<file path="src/rtl/math_abs_scheduler.sv">
// Round-robin arbiter in front of one absolute-value unit: IDLE grants a requester, CALC computes, RESP holds the result.
// Optional build macro MATH_ABS_SAT_EN saturates abs(-2^(W-1)) to 2^(W-1)-1 instead of wrapping.
module math_abs_scheduler #(
  parameter int N_REQ_P      = 4,
  parameter int DATA_WIDTH_P = 32,
  localparam int ID_WIDTH_C  = $clog2(N_REQ_P)
) (
  input  logic                            clk,
  input  logic                            rst,
  input  logic [N_REQ_P-1:0]              req_valid,
  output logic [N_REQ_P-1:0]              req_ready,
  input  logic [N_REQ_P*DATA_WIDTH_P-1:0] req_data,
  output logic                            rsp_valid,
  input  logic                            rsp_ready,
  output logic [DATA_WIDTH_P-1:0]         rsp_data,
  output logic [ID_WIDTH_C-1:0]           rsp_id,
  output logic                            rsp_ovf,
  output logic [15:0]                     op_cnt
);

  localparam logic [DATA_WIDTH_P-1:0] MIN_C = {1'b1, {(DATA_WIDTH_P-1){1'b0}}};
  localparam logic [DATA_WIDTH_P-1:0] MAX_C = {1'b0, {(DATA_WIDTH_P-1){1'b1}}};

  typedef enum logic [1:0] {
    S_IDLE = 2'd0,
    S_CALC = 2'd1,
    S_RESP = 2'd2
  } state_t;

  state_t                  r_state;
  logic [ID_WIDTH_C-1:0]   r_rr_ptr;
  logic [ID_WIDTH_C-1:0]   r_id;
  logic [DATA_WIDTH_P-1:0] r_operand;
  logic                    r_rsp_valid;
  logic [DATA_WIDTH_P-1:0] r_rsp_data;
  logic [ID_WIDTH_C-1:0]   r_rsp_id;
  logic                    r_rsp_ovf;
  logic [15:0]             r_op_cnt;

  logic                    w_grant_any;
  logic [ID_WIDTH_C-1:0]   w_grant_idx;
  logic [DATA_WIDTH_P-1:0] w_abs;
  logic                    w_ovf;

  function automatic logic [ID_WIDTH_C-1:0] rr_index(input logic [ID_WIDTH_C-1:0] base, input int k);
    int sum;
    sum = int'(base) + k;
    if (sum >= N_REQ_P) begin
      sum = sum - N_REQ_P;
    end
    return ID_WIDTH_C'(sum);
  endfunction

  // Descending scan so the requester closest to r_rr_ptr overwrites the others.
  always_comb begin
    w_grant_any = 1'b0;
    w_grant_idx = '0;
    for (int k = N_REQ_P - 1; k >= 0; k--) begin
      if (req_valid[rr_index(r_rr_ptr, k)]) begin
        w_grant_any = 1'b1;
        w_grant_idx = rr_index(r_rr_ptr, k);
      end
    end
  end

  always_comb begin
    req_ready = '0;
    if (!rst && (r_state == S_IDLE) && w_grant_any) begin
      req_ready[w_grant_idx] = 1'b1;
    end else begin
      req_ready = '0;
    end
  end

  always_comb begin
    w_ovf = (r_operand == MIN_C);
    if (r_operand[DATA_WIDTH_P-1]) begin
`ifdef MATH_ABS_SAT_EN
      w_abs = w_ovf ? MAX_C : (~r_operand + DATA_WIDTH_P'(1));
`else
      w_abs = ~r_operand + DATA_WIDTH_P'(1);
`endif
    end else begin
      w_abs = r_operand;
    end
  end

  always_ff @(posedge clk or posedge rst) begin
    if (rst) begin
      r_state     <= S_IDLE;
      r_rr_ptr    <= '0;
      r_id        <= '0;
      r_operand   <= '0;
      r_rsp_valid <= 1'b0;
      r_rsp_data  <= '0;
      r_rsp_id    <= '0;
      r_rsp_ovf   <= 1'b0;
      r_op_cnt    <= 16'd0;
    end else begin
      case (r_state)
        S_IDLE: begin
          // A grant implies its req_valid bit is high, so a grant is a handshake.
          if (w_grant_any) begin
            r_operand <= req_data[w_grant_idx*DATA_WIDTH_P +: DATA_WIDTH_P];
            r_id      <= w_grant_idx;
            r_state   <= S_CALC;
          end
        end
        S_CALC: begin
          r_rsp_data  <= w_abs;
          r_rsp_ovf   <= w_ovf;
          r_rsp_id    <= r_id;
          r_rsp_valid <= 1'b1;
          r_state     <= S_RESP;
        end
        S_RESP: begin
          if (rsp_ready) begin
            r_rsp_valid <= 1'b0;
            r_rr_ptr    <= rr_index(r_id, 1);
            r_op_cnt    <= r_op_cnt + 16'd1;
            r_state     <= S_IDLE;
          end
        end
        default: begin
          r_rsp_valid <= 1'b0;
          r_state     <= S_IDLE;
        end
      endcase
    end
  end

  assign rsp_valid = r_rsp_valid;
  assign rsp_data  = r_rsp_data;
  assign rsp_id    = r_rsp_id;
  assign rsp_ovf   = r_rsp_ovf;
  assign op_cnt    = r_op_cnt;

endmodule

</file>
<file path="config.mk">
export PLATFORM = sky130hd
export DESIGN_NAME = math_abs_scheduler
export DESIGN_NICKNAME = d
export VERILOG_FILES = /design/src/rtl/math_abs_scheduler.sv
export SDC_FILE = /design/constraint.sdc
export NUM_CORES = 1
export LEC_CHECK = 0
export CORE_ASPECT_RATIO = 1.5
export CORE_MARGIN = 2
export CORE_UTILIZATION = 28
export CTS_BUF_LIST = sky130_fd_sc_hd__clkbuf_4 sky130_fd_sc_hd__clkbuf_8 sky130_fd_sc_hd__clkbuf_16
export CTS_CLUSTER_DIAMETER = 40
export CTS_CLUSTER_SIZE = 16
export DETAILED_ROUTE_END_ITERATION = 8
export GPL_TIMING_DRIVEN = 1
export SETUP_SLACK_MARGIN = 0.05
export SYNTH_ARGS = -nofsm -noshare
export SYNTH_HDL_FRONTEND = slang
export SYNTH_SLANG_ARGS = --single-unit
</file>
<file path="constraint.sdc">
create_clock -name clk -period 5.4 [get_ports clk]
set_input_delay 0.81 -clock clk [delete_from_list [all_inputs] [get_ports clk]]
set_output_delay 0.81 -clock clk [all_outputs]
set_load 0.1 [all_outputs]
</file>
==> flow_results.xml, run 1 <==
<?xml version="1.0" encoding="UTF-8"?>
<metrics>
  <group name="route">
    <metric name="drc" unit="">0</metric>
    <metric name="wl_met2" unit="um">8663</metric>
    <metric name="drt.antenna.violating_nets" unit="">0</metric>
    <metric name="wl_met1" unit="um">6410</metric>
    <metric name="dr_wl_met3" unit="um">692</metric>
    <metric name="totalWireLength" unit="um">15940</metric>
    <metric name="routed_wire_length_per_instance" unit="um">16.12</metric>
    <metric name="drt_first_pass_iters" unit="">4</metric>
    <metric name="initialDrtViolationCount" unit="">215</metric>
    <metric name="vias" unit="">4770</metric>
    <metric name="dr.max_layer_used" unit="">met4</metric>
    <metric name="vias_per_cell" unit="">4.823</metric>
  </group>
  <group name="pwr">
    <metric name="power.density" unit="nW/um2">621.6</metric>
    <metric name="leakagePower" unit="nW">3.243</metric>
    <metric name="report.power.total" unit="mW">4.626</metric>
    <metric name="vdd_drop_max" unit="mV">0.1929</metric>
  </group>
  <group name="synthesis">
    <metric name="synthAdderAreaFrac" unit="">0.004981</metric>
    <metric name="syn_area_per_cell" unit="um2">8.387</metric>
    <metric name="synth_simple_gate_area_frac" unit="">0.2244</metric>
    <metric name="yosysUniqueCellTypes" unit="">44</metric>
    <metric name="synth_top_area_cell" unit="">sky130_fd_sc_hd__dfrtp_1</metric>
    <metric name="synth.top_cells.by_area" unit="">sky130_fd_sc_hd__dfrtp_1, sky130_fd_sc_hd__nand2_1, sky130_fd_sc_hd__a21oi_1</metric>
    <metric name="combinational_family_with_the_most_area_after_synthesis" unit="">simple AND/OR/NAND/NOR gates</metric>
    <metric name="synth-warning-count" unit="">0</metric>
    <metric name="post-synth-top-area-fraction" unit="">0.4483</metric>
    <metric name="synth_seq_area_share" unit="">0.4483</metric>
    <metric name="async_set_or_reset_register_ratio_after_synthesis" unit="">1.000</metric>
    <metric name="synth_enable_flop_cells" unit="">0</metric>
    <metric name="postSynthCellCount" unit="">599</metric>
    <metric name="synth_xor_area_frac" unit="">0.07497</metric>
    <metric name="netlist_area" unit="um2">5024</metric>
    <metric name="synth.area.mux_share" unit="">0.003985</metric>
    <metric name="yosys_most_used_dff" unit="">sky130_fd_sc_hd__dfrtp_1</metric>
    <metric name="synth-compound-area-share" unit="">0.2080</metric>
    <metric name="synth-seq-cells" unit="">90</metric>
    <metric name="synthesis.nets" unit="">736</metric>
  </group>
  <group name="critical_path">
    <metric name="cp-endpoint" unit="">req_ready[3]</metric>
    <metric name="worst-r2r-setup-slack" unit="ns">2.84</metric>
    <metric name="r2r_start" unit="">r_operand[2]$_DFFE_PP0P_</metric>
    <metric name="setup.worst_path.start_class" unit="">input pin</metric>
    <metric name="crit_path_end_kind" unit="">primary output</metric>
    <metric name="critPathMaxFanout" unit="">35</metric>
    <metric name="required" unit="ns">4.59</metric>
    <metric name="critPathLaunch" unit="">req_valid[3]</metric>
    <metric name="worstPathArrival" unit="ns">3.39</metric>
    <metric name="critPathKind" unit="">input pin to primary output</metric>
    <metric name="reg2reg_to" unit="">rsp_data[22]$_DFFE_PP0P_</metric>
    <metric name="ff2ff_path_depth" unit="">5</metric>
  </group>
  <group name="timing">
    <metric name="timing.final.setup_violations" unit="">0</metric>
    <metric name="timing.final.max_slew_violations" unit="">0</metric>
    <metric name="timing.final.crit_period" unit="ns">4.199</metric>
    <metric name="maxSlewHeadroom" unit="">0.2421</metric>
    <metric name="fin_tns_setup" unit="ns">0</metric>
    <metric name="finalHoldViolCount" unit="">0</metric>
    <metric name="min_period_over_period" unit="">0.7776</metric>
    <metric name="clock.fmax" unit="MHz">238.2</metric>
    <metric name="whs" unit="ns">0.4717</metric>
    <metric name="grt_setup_unrepaired" unit="">false</metric>
    <metric name="fin_skew" unit="ns">0.009624</metric>
    <metric name="tightestPinTransition" unit="ns">1.137</metric>
  </group>
  <group name="floorplan">
    <metric name="die_height" unit="um">168.1</metric>
    <metric name="dieWidth" unit="um">113.4</metric>
    <metric name="io_pins" unit="">191</metric>
    <metric name="core_footprint" unit="um2">17790</metric>
    <metric name="starting_density_of_the_core" unit="">0.2823</metric>
    <metric name="fp-row-count" unit="">60</metric>
    <metric name="die-area" unit="um2">19050</metric>
  </group>
  <group name="global_route">
    <metric name="first_pass_grt_wire_length" unit="um">24710</metric>
    <metric name="gr-usage-all-layers" unit="">0.1650</metric>
    <metric name="grt_start_max_net_pins" unit="">65</metric>
    <metric name="grt_remaining_overflow" unit="">0</metric>
    <metric name="antenna_found_initial" unit="">0</metric>
    <metric name="grt_pass1_vias" unit="">4588</metric>
  </group>
  <group name="clocking">
    <metric name="ctsResizeCount" unit="">0</metric>
    <metric name="clk_pin_slew" unit="ns">0.07</metric>
    <metric name="cts_hold_repair.buffers" unit="">0</metric>
    <metric name="ctsRootBufferMaster" unit="">sky130_fd_sc_hd__clkbuf_16</metric>
    <metric name="post-cts-setup-buffer-count" unit="">0</metric>
    <metric name="worstSkewPairLatency" unit="ns">0.34</metric>
    <metric name="tritoncts" unit="">yes</metric>
    <metric name="htree_levels" unit="">3</metric>
    <metric name="number_of_buffers_created_by_cts" unit="">9</metric>
    <metric name="clock_sink_count" unit="">90</metric>
    <metric name="cts.path.max_buffers" unit="">2</metric>
  </group>
  <group name="cells_and_area">
    <metric name="fillCellCount" unit="">1826</metric>
    <metric name="fin_cells" unit="">989</metric>
    <metric name="num-nets-final" unit="">904</metric>
    <metric name="final_design_utilization" unit="">0.4183</metric>
    <metric name="fraction_of_layout_cells_with_a_size_suffix_above_1" unit="">0.05181</metric>
    <metric name="n_antenna_cell" unit="">0</metric>
    <metric name="area_delta_synth_final" unit="%">48.14</metric>
    <metric name="commonest_non_fill_non_tap_cells_in_the_layout" unit="">sky130_fd_sc_hd__nand2_1, sky130_fd_sc_hd__clkdlybuf4s50_1, sky130_fd_sc_hd__dfrtp_1</metric>
  </group>
  <group name="status">
    <metric name="run_status" unit="">finished clean</metric>
  </group>
  <group name="placement">
    <metric name="detailed_place_hpwl" unit="um">11380</metric>
    <metric name="routabilityCongestion" unit="">0.7485</metric>
    <metric name="port-buffer-count" unit="">190</metric>
    <metric name="placed_cells_incl_taps" unit="">973</metric>
  </group>
  <group name="hold_path">
    <metric name="worst_hold_path_type" unit="">register to register</metric>
  </group>
  <group name="job">
    <metric name="maxCapViolCount" unit="">0</metric>
  </group>
</metrics>
==> synth_stat cells (all sizes together), types with 3 or more instances <==
library cell  number
o21ai             42
or3                8
clkbuf            26
or4                3
o41ai             10
xnor2             14
buf               12
and3               3
dfrtp             90
nand4              6
nor4               4
nand2b             6
nor3               8
nand2            186
nand3b             4
a211o             32
a21oi             65
o31ai              8
nand3              7
nor2               9
xor2              29
inv                5
nor2b              3
==> state kept, by name, summed over array words and instances (netlist names) <==
register   cells
r_operand     32
r_rr_ptr       2
r_id           2
rsp_data      32
r_state        2
op_cnt        16
rsp_ovf        1
rsp_id         2
rsp_valid      1
==> critical path, stage by stage <==
cell and delay, ns:
sky130_fd_sc_hd__clkdlybuf4s50_1 0.58, sky130_fd_sc_hd__nor4_1 0.09, sky130_fd_sc_hd__or3_2 0.42, sky130_fd_sc_hd__or3_2 0.84, sky130_fd_sc_hd__nor3_1 0.41, sky130_fd_sc_hd__buf_12 0.22
==> area by class of cell <==
type | instances | area, um2 | area share
Timing Repair Buffer | 195 | 1954 | 0.2626
Clock buffer | 13 | 267.8 | 0.03598
Tap cell | 217 | 271.5 | 0.03648
Clock inverter | 3 | 47.55 | 0.006389
Inverter | 5 | 21.27 | 0.002858
Sequential cell | 90 | 2252 | 0.3026
Multi-Input combinational cell | 466 | 2628 | 0.3531
==> worst min path at each step <==
| stage | startpoint | endpoint | slack [ns] | cells past startpoint |
|---|---|---|---|---|
| after detailed placement | rsp_valid$_DFFE_PP0P_ | rsp_valid$_DFFE_PP0P_ | 0.47 | 1 |
| after CTS | op_cnt[15]$_DFFE_PP0P_ | op_cnt[15]$_DFFE_PP0P_ | 0.48 | 1 |
| after floorplan | r_id[1]$_DFFE_PP0P_ | rsp_id[1]$_DFFE_PP0P_ | 0.48 | 2 |
| after global routing | rsp_id[0]$_DFFE_PP0P_ | rsp_id[0]$_DFFE_PP0P_ | 0.50 | 2 |
| final | op_cnt[15]$_DFFE_PP0P_ | op_cnt[15]$_DFFE_PP0P_ | 0.47 | 1 |
| after global placement | rsp_id[0]$_DFFE_PP0P_ | rsp_id[0]$_DFFE_PP0P_ | 0.46 | 2 |
==> power breakdown <==
part	leakage, nW	switching, mW	internal [mW]	total [mW]
logic	1.94	1.88	0.826	2.70
registers	1.14	0.316	0.954	1.27
clock network	0.157	0.258	0.396	0.654
total	3.24	2.45	2.18	4.63
==> layer usage <==
| metal | global-route usage | vias up |
|---|---|---|
| li1 | - | 2414 |
| met1 | 0.1924 | 2230 |
| met2 | 0.3093 | 117 |
| met3 | 0.02988 | 9 |
| met4 | 0.03924 | 0 |
| met5 | 0 | - |
==> cell families (layout without fill, tap and decap cells) <==
family,Yosys count,in the layout
flops,90,90
buf+inv,43,216
fa+ha+maj,2,2
compound gates,166,166
xor+xnor,43,43
simple gates,253,253
mux,2,2
==> per-stage QoR <==
stage          cell area [um2]  setup slack [ns]
2_1_floorplan             5024            0.5984
3_3_place_gp              7127             1.201
3_5_place_dp              7127             1.187
4_1_cts                   7442             1.169
5_1_grt                   7442             1.049
6_report                  7442             1.201
Power figures use the tool's default switching activity.
==> run 2: changes to the inputs <==
clock period = 4.1 ns   (was 5.4 ns; I/O delays follow)
==> flow_results.xml, run 2 (synthesized netlist as in run 1, its figures left out) <==
<?xml version="1.0" encoding="UTF-8"?>
<metrics>
  <group name="timing">
    <metric name="fin_tns_setup" unit="ns">0</metric>
    <metric name="timing.final.crit_period" unit="ns">3.398</metric>
    <metric name="clock.fmax" unit="MHz">294.3</metric>
    <metric name="min_period_over_period" unit="">0.8288</metric>
    <metric name="timing.final.setup_violations" unit="">0</metric>
    <metric name="grt_setup_unrepaired" unit="">false</metric>
    <metric name="layout_setup_ws" unit="ns">0.7018</metric>
    <metric name="maxSlewHeadroom" unit="">0.2878</metric>
    <metric name="finalHoldViolCount" unit="">0</metric>
    <metric name="timing.final.max_slew_violations" unit="">0</metric>
    <metric name="tightestPinTransition" unit="ns">1.065</metric>
    <metric name="whs" unit="ns">0.4714</metric>
    <metric name="fin_skew" unit="ns">0.008498</metric>
  </group>
  <group name="clocking">
    <metric name="ctsRootBufferMaster" unit="">sky130_fd_sc_hd__clkbuf_16</metric>
    <metric name="tritoncts" unit="">yes</metric>
    <metric name="worstSkewPairLatency" unit="ns">0.34</metric>
    <metric name="clk_pin_slew" unit="ns">0.07</metric>
    <metric name="number_of_buffers_created_by_cts" unit="">9</metric>
    <metric name="htree_levels" unit="">3</metric>
    <metric name="cts_hold_repair.buffers" unit="">0</metric>
    <metric name="post-cts-setup-buffer-count" unit="">0</metric>
    <metric name="ctsResizeCount" unit="">0</metric>
    <metric name="cts.path.max_buffers" unit="">2</metric>
    <metric name="clock_sink_count" unit="">90</metric>
  </group>
  <group name="global_route">
    <metric name="gr-usage-all-layers" unit="">0.1679</metric>
    <metric name="first_pass_grt_wire_length" unit="um">25310</metric>
    <metric name="antenna_found_initial" unit="">1</metric>
    <metric name="grt_start_max_net_pins" unit="">70</metric>
    <metric name="grt_remaining_overflow" unit="">0</metric>
    <metric name="grt_pass1_vias" unit="">4778</metric>
  </group>
  <group name="critical_path">
    <metric name="critPathKind" unit="">input pin to primary output</metric>
    <metric name="setup.worst_path.start_class" unit="">input pin</metric>
    <metric name="reg2reg_to" unit="">rsp_data[22]$_DFFE_PP0P_</metric>
    <metric name="worst-r2r-setup-slack" unit="ns">1.62</metric>
    <metric name="worstPathArrival" unit="ns">2.78</metric>
    <metric name="cpMaxStageDelayCell" unit="">sky130_fd_sc_hd__clkdlybuf4s50_1</metric>
    <metric name="crit_path_max_incr_delay" unit="ns">0.59</metric>
    <metric name="r2r_start" unit="">r_operand[2]$_DFFE_PP0P_</metric>
    <metric name="crit_path_end_kind" unit="">primary output</metric>
    <metric name="required" unit="ns">3.48</metric>
    <metric name="worstPathCellList" unit="">clkdlybuf4s50_1 -&gt; nor4_1 -&gt; or3_2 -&gt; or3_2 -&gt; nor3_1 -&gt; buf_12</metric>
    <metric name="cp-endpoint" unit="">req_ready[3]</metric>
    <metric name="critPathLaunch" unit="">req_valid[3]</metric>
    <metric name="ff2ff_path_depth" unit="">5</metric>
    <metric name="critPathMaxFanout" unit="">4</metric>
    <metric name="most_frequent_cell_on_the_critical_path" unit="">sky130_fd_sc_hd__or3_2</metric>
  </group>
  <group name="floorplan">
    <metric name="die_height" unit="um">168.1</metric>
    <metric name="die-area" unit="um2">19050</metric>
    <metric name="starting_density_of_the_core" unit="">0.2823</metric>
    <metric name="core_footprint" unit="um2">17790</metric>
    <metric name="io_pins" unit="">191</metric>
    <metric name="dieWidth" unit="um">113.4</metric>
    <metric name="fp-row-count" unit="">60</metric>
  </group>
  <group name="route">
    <metric name="drc" unit="">0</metric>
    <metric name="drt_first_pass_iters" unit="">4</metric>
    <metric name="vias" unit="">4860</metric>
    <metric name="drt.antenna.violating_nets" unit="">0</metric>
    <metric name="vias_per_cell" unit="">4.884</metric>
    <metric name="initialDrtViolationCount" unit="">204</metric>
    <metric name="routed_wire_length_per_instance" unit="um">16.00</metric>
    <metric name="totalWireLength" unit="um">15920</metric>
  </group>
  <group name="placement">
    <metric name="placed_cells_incl_taps" unit="">977</metric>
    <metric name="routabilityCongestion" unit="">0.8538</metric>
    <metric name="dpl_worst_slack" unit="ns">0.7151</metric>
    <metric name="detailed_place_hpwl" unit="um">11440</metric>
    <metric name="port-buffer-count" unit="">190</metric>
  </group>
  <group name="cells_and_area">
    <metric name="commonest_non_fill_non_tap_cells_in_the_layout" unit="">sky130_fd_sc_hd__nand2_1, sky130_fd_sc_hd__clkdlybuf4s50_1, sky130_fd_sc_hd__dfrtp_1</metric>
    <metric name="num-nets-final" unit="">908</metric>
    <metric name="area_delta_synth_final" unit="%">48.82</metric>
    <metric name="fin_cells" unit="">995</metric>
    <metric name="fraction_of_layout_cells_with_a_size_suffix_above_1" unit="">0.05928</metric>
  </group>
  <group name="pwr">
    <metric name="power.density" unit="nW/um2">807.6</metric>
    <metric name="vdd_drop_max" unit="mV">0.3330</metric>
    <metric name="report.power.total" unit="mW">6.038</metric>
    <metric name="leakagePower" unit="nW">3.252</metric>
  </group>
  <group name="status">
    <metric name="run_status" unit="">finished clean</metric>
  </group>
  <group name="job">
    <metric name="maxCapViolCount" unit="">0</metric>
  </group>
  <group name="hold_path">
    <metric name="worst_hold_path_type" unit="">register to register</metric>
  </group>
</metrics>
## run 2: area by class of cell
cell class | instances | area (um2)
fillers | 1806 | 10320
repair buffers | 199 | 2009
well taps | 217 | 271.5
flip-flops and latches | 90 | 2252
clock buffers | 10 | 239.0
inverters | 5 | 21.27
clock inverters | 6 | 40.04
diodes | 2 | 5.005
multi-input cells | 466 | 2638
## run 2: power by group
group          switching (mW)  internal (mW)
Clock                   0.360          0.429
Combinational            2.49           1.11
Sequential              0.390           1.26
Total                    3.24           2.79
## run 2: critical path: cells and delay by family
kind | cells | cell delay [ns]
simple gates | 4 | 1.35
buf+inv | 2 | 0.81
## run 2: metrics by stage
stage                     utilization  area [um2]
after floorplan                     -        5034
after global placement         0.4042        7192
after detailed placement       0.4042        7192
after CTS                      0.4199        7471
after global routing           0.4202        7476
final                          0.4202        7476
## run 2: worst min-delay path by stage
stage | start | endpoint | cells past startpoint
2_1_floorplan | r_id[1]$_DFFE_PP0P_ | rsp_id[1]$_DFFE_PP0P_ | 2
3_3_place_gp | rsp_ovf$_DFFE_PP0P_ | rsp_ovf$_DFFE_PP0P_ | 2
3_5_place_dp | rsp_ovf$_DFFE_PP0P_ | rsp_ovf$_DFFE_PP0P_ | 2
4_1_cts | rsp_ovf$_DFFE_PP0P_ | rsp_ovf$_DFFE_PP0P_ | 2
5_1_grt | rsp_ovf$_DFFE_PP0P_ | rsp_ovf$_DFFE_PP0P_ | 2
6_report | op_cnt[15]$_DFFE_PP0P_ | op_cnt[15]$_DFFE_PP0P_ | 1
## run 2: layer usage
layer | global-route usage | part of all wire
met5 | 0 | 0
met4 | 0.05832 | 0.025
met3 | 0.02556 | 0.047
met2 | 0.2965 | 0.52
met1 | 0.2069 | 0.41
==> run 3: changes to the inputs <==
clock period = 3.26 ns   (was 4.1 ns; I/O delays follow)
==> flow_results.xml, run 3 (synthesized netlist as in run 1, its figures left out) <==
<?xml version="1.0" encoding="UTF-8"?>
<metrics>
  <group name="critical_path">
    <metric name="r2r_start" unit="">r_rr_ptr[1]$_DFFE_PP0P_</metric>
    <metric name="critPathKind" unit="">input pin to primary output</metric>
    <metric name="setup.worst_path.start_class" unit="">input pin</metric>
    <metric name="required" unit="ns">2.77</metric>
    <metric name="crit_path_end_kind" unit="">primary output</metric>
    <metric name="cpMaxStageDelayCell" unit="">sky130_fd_sc_hd__clkdlybuf4s50_1</metric>
    <metric name="critPathMaxFanout" unit="">36</metric>
    <metric name="worstPathCellList" unit="">clkdlybuf4s50_1 -&gt; nor4_1 -&gt; or3_2 -&gt; buf_6 -&gt; inv_1 -&gt; o21ai_4 -&gt; nor3_2 -&gt; buf_12</metric>
    <metric name="path_delay_family" unit="">buffers and inverters</metric>
    <metric name="worstPathArrival" unit="ns">2.57</metric>
    <metric name="crit_path_max_incr_delay" unit="ns">0.57</metric>
    <metric name="ff2ff_path_depth" unit="">6</metric>
    <metric name="reg2reg_to" unit="">r_operand[16]$_DFFE_PP0P_</metric>
    <metric name="worst-r2r-setup-slack" unit="ns">0.96</metric>
    <metric name="cp.buffers_inverters" unit="">4</metric>
  </group>
  <group name="cells_and_area">
    <metric name="most_common_cell_after_layout_fill_and_taps_aside" unit="">sky130_fd_sc_hd__nand2_1</metric>
    <metric name="fraction_of_layout_cells_with_a_size_suffix_above_1" unit="">0.1133</metric>
    <metric name="commonest_non_fill_non_tap_cells_in_the_layout" unit="">sky130_fd_sc_hd__nand2_1, sky130_fd_sc_hd__clkdlybuf4s50_1, sky130_fd_sc_hd__dfrtp_1</metric>
    <metric name="num-nets-final" unit="">909</metric>
    <metric name="final_cell_area" unit="um2">7465</metric>
    <metric name="area_delta_synth_final" unit="%">48.59</metric>
  </group>
  <group name="timing">
    <metric name="grt_setup_unrepaired" unit="">false</metric>
    <metric name="fin_tns_setup" unit="ns">0</metric>
    <metric name="timing.final.setup_violations" unit="">0</metric>
    <metric name="timing.final.max_slew_violations" unit="">0</metric>
    <metric name="fin_skew" unit="ns">0.008848</metric>
    <metric name="whs" unit="ns">0.4734</metric>
    <metric name="maxSlewHeadroom" unit="">0.3388</metric>
    <metric name="layout_setup_ws" unit="ns">0.2057</metric>
    <metric name="timing.final.crit_period" unit="ns">3.054</metric>
    <metric name="finalHoldViolCount" unit="">0</metric>
    <metric name="min_period_over_period" unit="">0.9369</metric>
    <metric name="tightestPinTransition" unit="ns">0.9886</metric>
    <metric name="clock.fmax" unit="MHz">327.4</metric>
  </group>
  <group name="floorplan">
    <metric name="core_footprint" unit="um2">17790</metric>
    <metric name="die_height" unit="um">168.1</metric>
    <metric name="fp-row-count" unit="">60</metric>
    <metric name="dieWidth" unit="um">113.4</metric>
    <metric name="die-area" unit="um2">19050</metric>
    <metric name="starting_density_of_the_core" unit="">0.2823</metric>
    <metric name="io_pins" unit="">191</metric>
  </group>
  <group name="clocking">
    <metric name="post-cts-setup-buffer-count" unit="">0</metric>
    <metric name="ctsResizeCount" unit="">0</metric>
    <metric name="number_of_buffers_created_by_cts" unit="">9</metric>
    <metric name="ctsRootBufferMaster" unit="">sky130_fd_sc_hd__clkbuf_16</metric>
    <metric name="cts.path.max_buffers" unit="">2</metric>
    <metric name="worstSkewPairLatency" unit="ns">0.34</metric>
    <metric name="cts_hold_repair.buffers" unit="">0</metric>
    <metric name="clk_pin_slew" unit="ns">0.07</metric>
    <metric name="clock_sink_count" unit="">90</metric>
    <metric name="htree_levels" unit="">3</metric>
    <metric name="tritoncts" unit="">yes</metric>
  </group>
  <group name="route">
    <metric name="drt_first_pass_iters" unit="">4</metric>
    <metric name="drt.antenna.violating_nets" unit="">0</metric>
    <metric name="vias" unit="">4829</metric>
    <metric name="drc" unit="">0</metric>
    <metric name="initialDrtViolationCount" unit="">197</metric>
    <metric name="vias_per_cell" unit="">4.848</metric>
    <metric name="routed_wire_length_per_instance" unit="um">16.01</metric>
    <metric name="totalWireLength" unit="um">15940</metric>
  </group>
  <group name="placement">
    <metric name="routabilityCongestion" unit="">0.7362</metric>
    <metric name="detailed_place_hpwl" unit="um">11670</metric>
    <metric name="dpl-instance-area" unit="um2">7149</metric>
    <metric name="port-buffer-count" unit="">190</metric>
    <metric name="dpl_worst_slack" unit="ns">0.1114</metric>
  </group>
  <group name="pwr">
    <metric name="power.density" unit="nW/um2">1027</metric>
    <metric name="vdd_drop_max" unit="mV">0.3440</metric>
    <metric name="leakagePower" unit="nW">3.347</metric>
  </group>
  <group name="global_route">
    <metric name="grt_start_max_net_pins" unit="">65</metric>
    <metric name="grt_pass1_vias" unit="">4709</metric>
    <metric name="gr-usage-all-layers" unit="">0.1669</metric>
    <metric name="first_pass_grt_wire_length" unit="um">25240</metric>
    <metric name="antenna_found_initial" unit="">3</metric>
    <metric name="grt_remaining_overflow" unit="">0</metric>
  </group>
  <group name="hold_path">
    <metric name="worst_hold_path.endpoint" unit="">op_cnt[15]$_DFFE_PP0P_</metric>
    <metric name="worst_hold_path_type" unit="">register to register</metric>
    <metric name="hold_path_depth" unit="">1</metric>
    <metric name="hold_path.startpoint" unit="">op_cnt[15]$_DFFE_PP0P_</metric>
  </group>
  <group name="status">
    <metric name="run_status" unit="">finished clean</metric>
  </group>
  <group name="job">
    <metric name="maxCapViolCount" unit="">0</metric>
  </group>
</metrics>
[run 3: cell types whose count changed in the layout (fill, tap and decap cells not counted), sizes merged]
cell and change:
clkinv -1, clkbuf -1, clkdlybuf4s50 -39, bufinv +1
buf +40, inv +2, clkinvlp -1
[run 3: per-layer routing]
metal	share of wire	GRT usage	up-vias	wire length (um)
li1	-	-	2427	-
met1	0.41	0.1942	2258	6475
met2	0.52	0.2973	120	8338
met3	0.045	0.03636	22	718
met4	0.025	0.06363	2	395
met5	0.0010	0	-	16
[run 3: worst register-to-register path, cell delays in order (launching register included)]
cell                       delay, ns
sky130_fd_sc_hd__dfrtp_1        0.47
sky130_fd_sc_hd__nand2_1        0.09
sky130_fd_sc_hd__a311oi_1       0.56
sky130_fd_sc_hd__or3_2          0.27
sky130_fd_sc_hd__buf_4          0.39
sky130_fd_sc_hd__a21oi_1        0.14
sky130_fd_sc_hd__a211o_1        0.26
[run 3: worst max path at each step]
stage	from	endpoint	slack (ns)	cells after the start
after floorplan	req_valid[0]	req_ready[2]	-0.04	7
after global placement	req_valid[3]	req_ready[1]	0.14	8
after detailed placement	req_valid[3]	req_ready[0]	0.11	8
after CTS	req_valid[3]	req_ready[0]	0.11	8
after global routing	req_valid[3]	req_ready[0]	0.08	8
final	req_valid[3]	req_ready[0]	0.21	8
[run 3: cell type report]
cell class | instances | area [um2]
fillers | 1783 | 10330
repair buffers | 200 | 1961
well taps | 217 | 271.5
clock inverters | 7 | 75.07
diodes | 2 | 5.005
clock buffers | 9 | 225.2
flip-flops and latches | 90 | 2252
inverters | 5 | 21.27
multi-input cells | 466 | 2654
[run 3: report_power, final]
part | switching, mW | internal (mW)
Clock | 0.463 | 0.603
Sequential | 0.475 | 1.58
Combinational | 3.18 | 1.37
Total | 4.12 | 3.55
[run 3: metrics by stage]
step | total power, mW | cells | util
final | 7.667 | 996 | 0.4196
after global placement | 6.622 | 978 | 0.4018
after CTS | 7.763 | 994 | 0.4187
after global routing | 8.167 | 996 | 0.4196
after detailed placement | 6.662 | 978 | 0.4018
after floorplan | 5.376 | 599 | -
==> RTL edit (settings of run 2) <==
Encoding of `state_t`: now one-hot (3 bits for 3 states).
--- a/src/rtl/math_abs_scheduler.sv
+++ b/src/rtl/math_abs_scheduler.sv
@@ -23,6 +23,6 @@
 
-  typedef enum logic [1:0] {
-    S_IDLE = 2'd0,
-    S_CALC = 2'd1,
-    S_RESP = 2'd2
+  typedef enum logic [2:0] {
+    S_IDLE = 3'b001,
+    S_CALC = 3'b010,
+    S_RESP = 3'b100
   } state_t;
Function: same outputs for any inputs over 4 cycles, from zero or initial values and one cycle with rst high; so few cycles prove little.
==> RTL edit against run 2 <==
  * Worst setup slack better by 0.047 ns
  * Area after synthesis up 2.6%
  * Final area up 2.4%
  * Sequential cell count up 1
  * Total power down 0.46%
  * Global-route usage down 1.1 points
  * Wire length down 3.2%
  * Synthesized cell count down 13%
==> RTL edit: results <==
[outcome]
outcome = finished clean

[synth]
synth_fa_ha_area_share_pct = 0.485
synth-xor-area-share_pct = 7.65
yosysTopAreaCell = dfrtp_1
ys_seq_area_share_pct = 44.2
synth_nets = 661
synthMuxAreaShare_pct = 7.45
synthTopCellsByCount = dfrtp_1, a211oi_1, nand2_1
synth_compound_area_share_pct = 18.1
ys_top_cells_by_area = dfrtp_1, a211oi_1, mux2i_1
synth_cell_types = 52

[global_routing]
grt_use_met1_pct = 18.6
grt.total_usage_pct = 15.7
grt_max_degree = 92
grt_use_met2_pct = 27.8
grt_util_met3_pct = 2.49
grt_first_pass_wirelength_um = 24100

[setup_path]
worst_path_largest_cell_delay_ns = 0.56
startpoint = r_state[0]
cp-endpoint = req_ready[1]
critPathSlowestCell = dfstp_2
rrSetupSlack_ns = 1.33
r2r-end = r_operand[14]
r2r_cells = 8
crit_family = buffers and inverters
crit_fanout = 33

[placed_design]
portBuffers = 190
gp_congestion = 0.836
placed_area_sq_mm = 0.00731
pre_cts_slack_ns = 0.881
dp_hpwl_um = 12500

[power]
ir_drop_v = 0.000278
p_leak_nw = 3.01
switching_share_pct = 51.1
clkPwrFrac_pct = 15.7
sequentialPowerShare_pct = 28.2

[clock_tree]
cts_setup_buffers = 0
clock_path_buffers = 2
insertion_delay_ns = 0.34
cts_resized = 0
cts_made_buffers = 9
cts_max_level = 3

[route]
route.met2.wl_um = 7990
routedWlPerCell_um = 16.8
wl_met1_um = 6190
drtIter0Drc = 151
num_vias = 4584
wl_met3_um = 652

[timing]
fin_crit_ns = 3.35
fin_skew_ns = 0.00999
slew_headroom_pct = 26.7

[hold_path]
worstHoldStart = rsp_data[31]
worstHoldPathType = reg -> reg
worst_hold_path.num_cells = 2
holdPathEnd = rsp_data[31]

[cells_and_area]
layout-drive-gt1-share_pct = 7.57
fin_nets = 832
## RTL edit: cell families (layout without fill, tap and decap cells)
family | count (synthesis) | in the layout
other cells | 0 | 1
xor+xnor | 45 | 45
simple gates | 170 | 170
buf+inv | 46 | 222
compound gates | 132 | 132
mux | 38 | 38
flops | 91 | 91
fa+ha+maj | 2 | 2
## RTL edit: per-stage QoR
step / utilization, % / power [mW] / instances / hold WS [ns]
2_1_floorplan: - / 4.16 / 524 / 0.484
3_5_place_dp: 40.5 / 5.13 / 901 / 0.471
6_report: 42.5 / 6.01 / 918 / 0.480
4_1_cts: 42.5 / 6.08 / 917 / 0.485
3_3_place_gp: 40.5 / 5.06 / 901 / 0.464
5_1_grt: 42.5 / 6.40 / 918 / 0.505
## RTL edit: layout make-up
type                    count  area (sq um)
clock buffers               9           225
inverters                   8          32.5
repair buffers            198          2000
flip-flops and latches     91          2280
well taps                 217           272
diodes                      1          2.50
clock inverters             7           121
multi-input cells         387          2720
fillers                  1798         10400
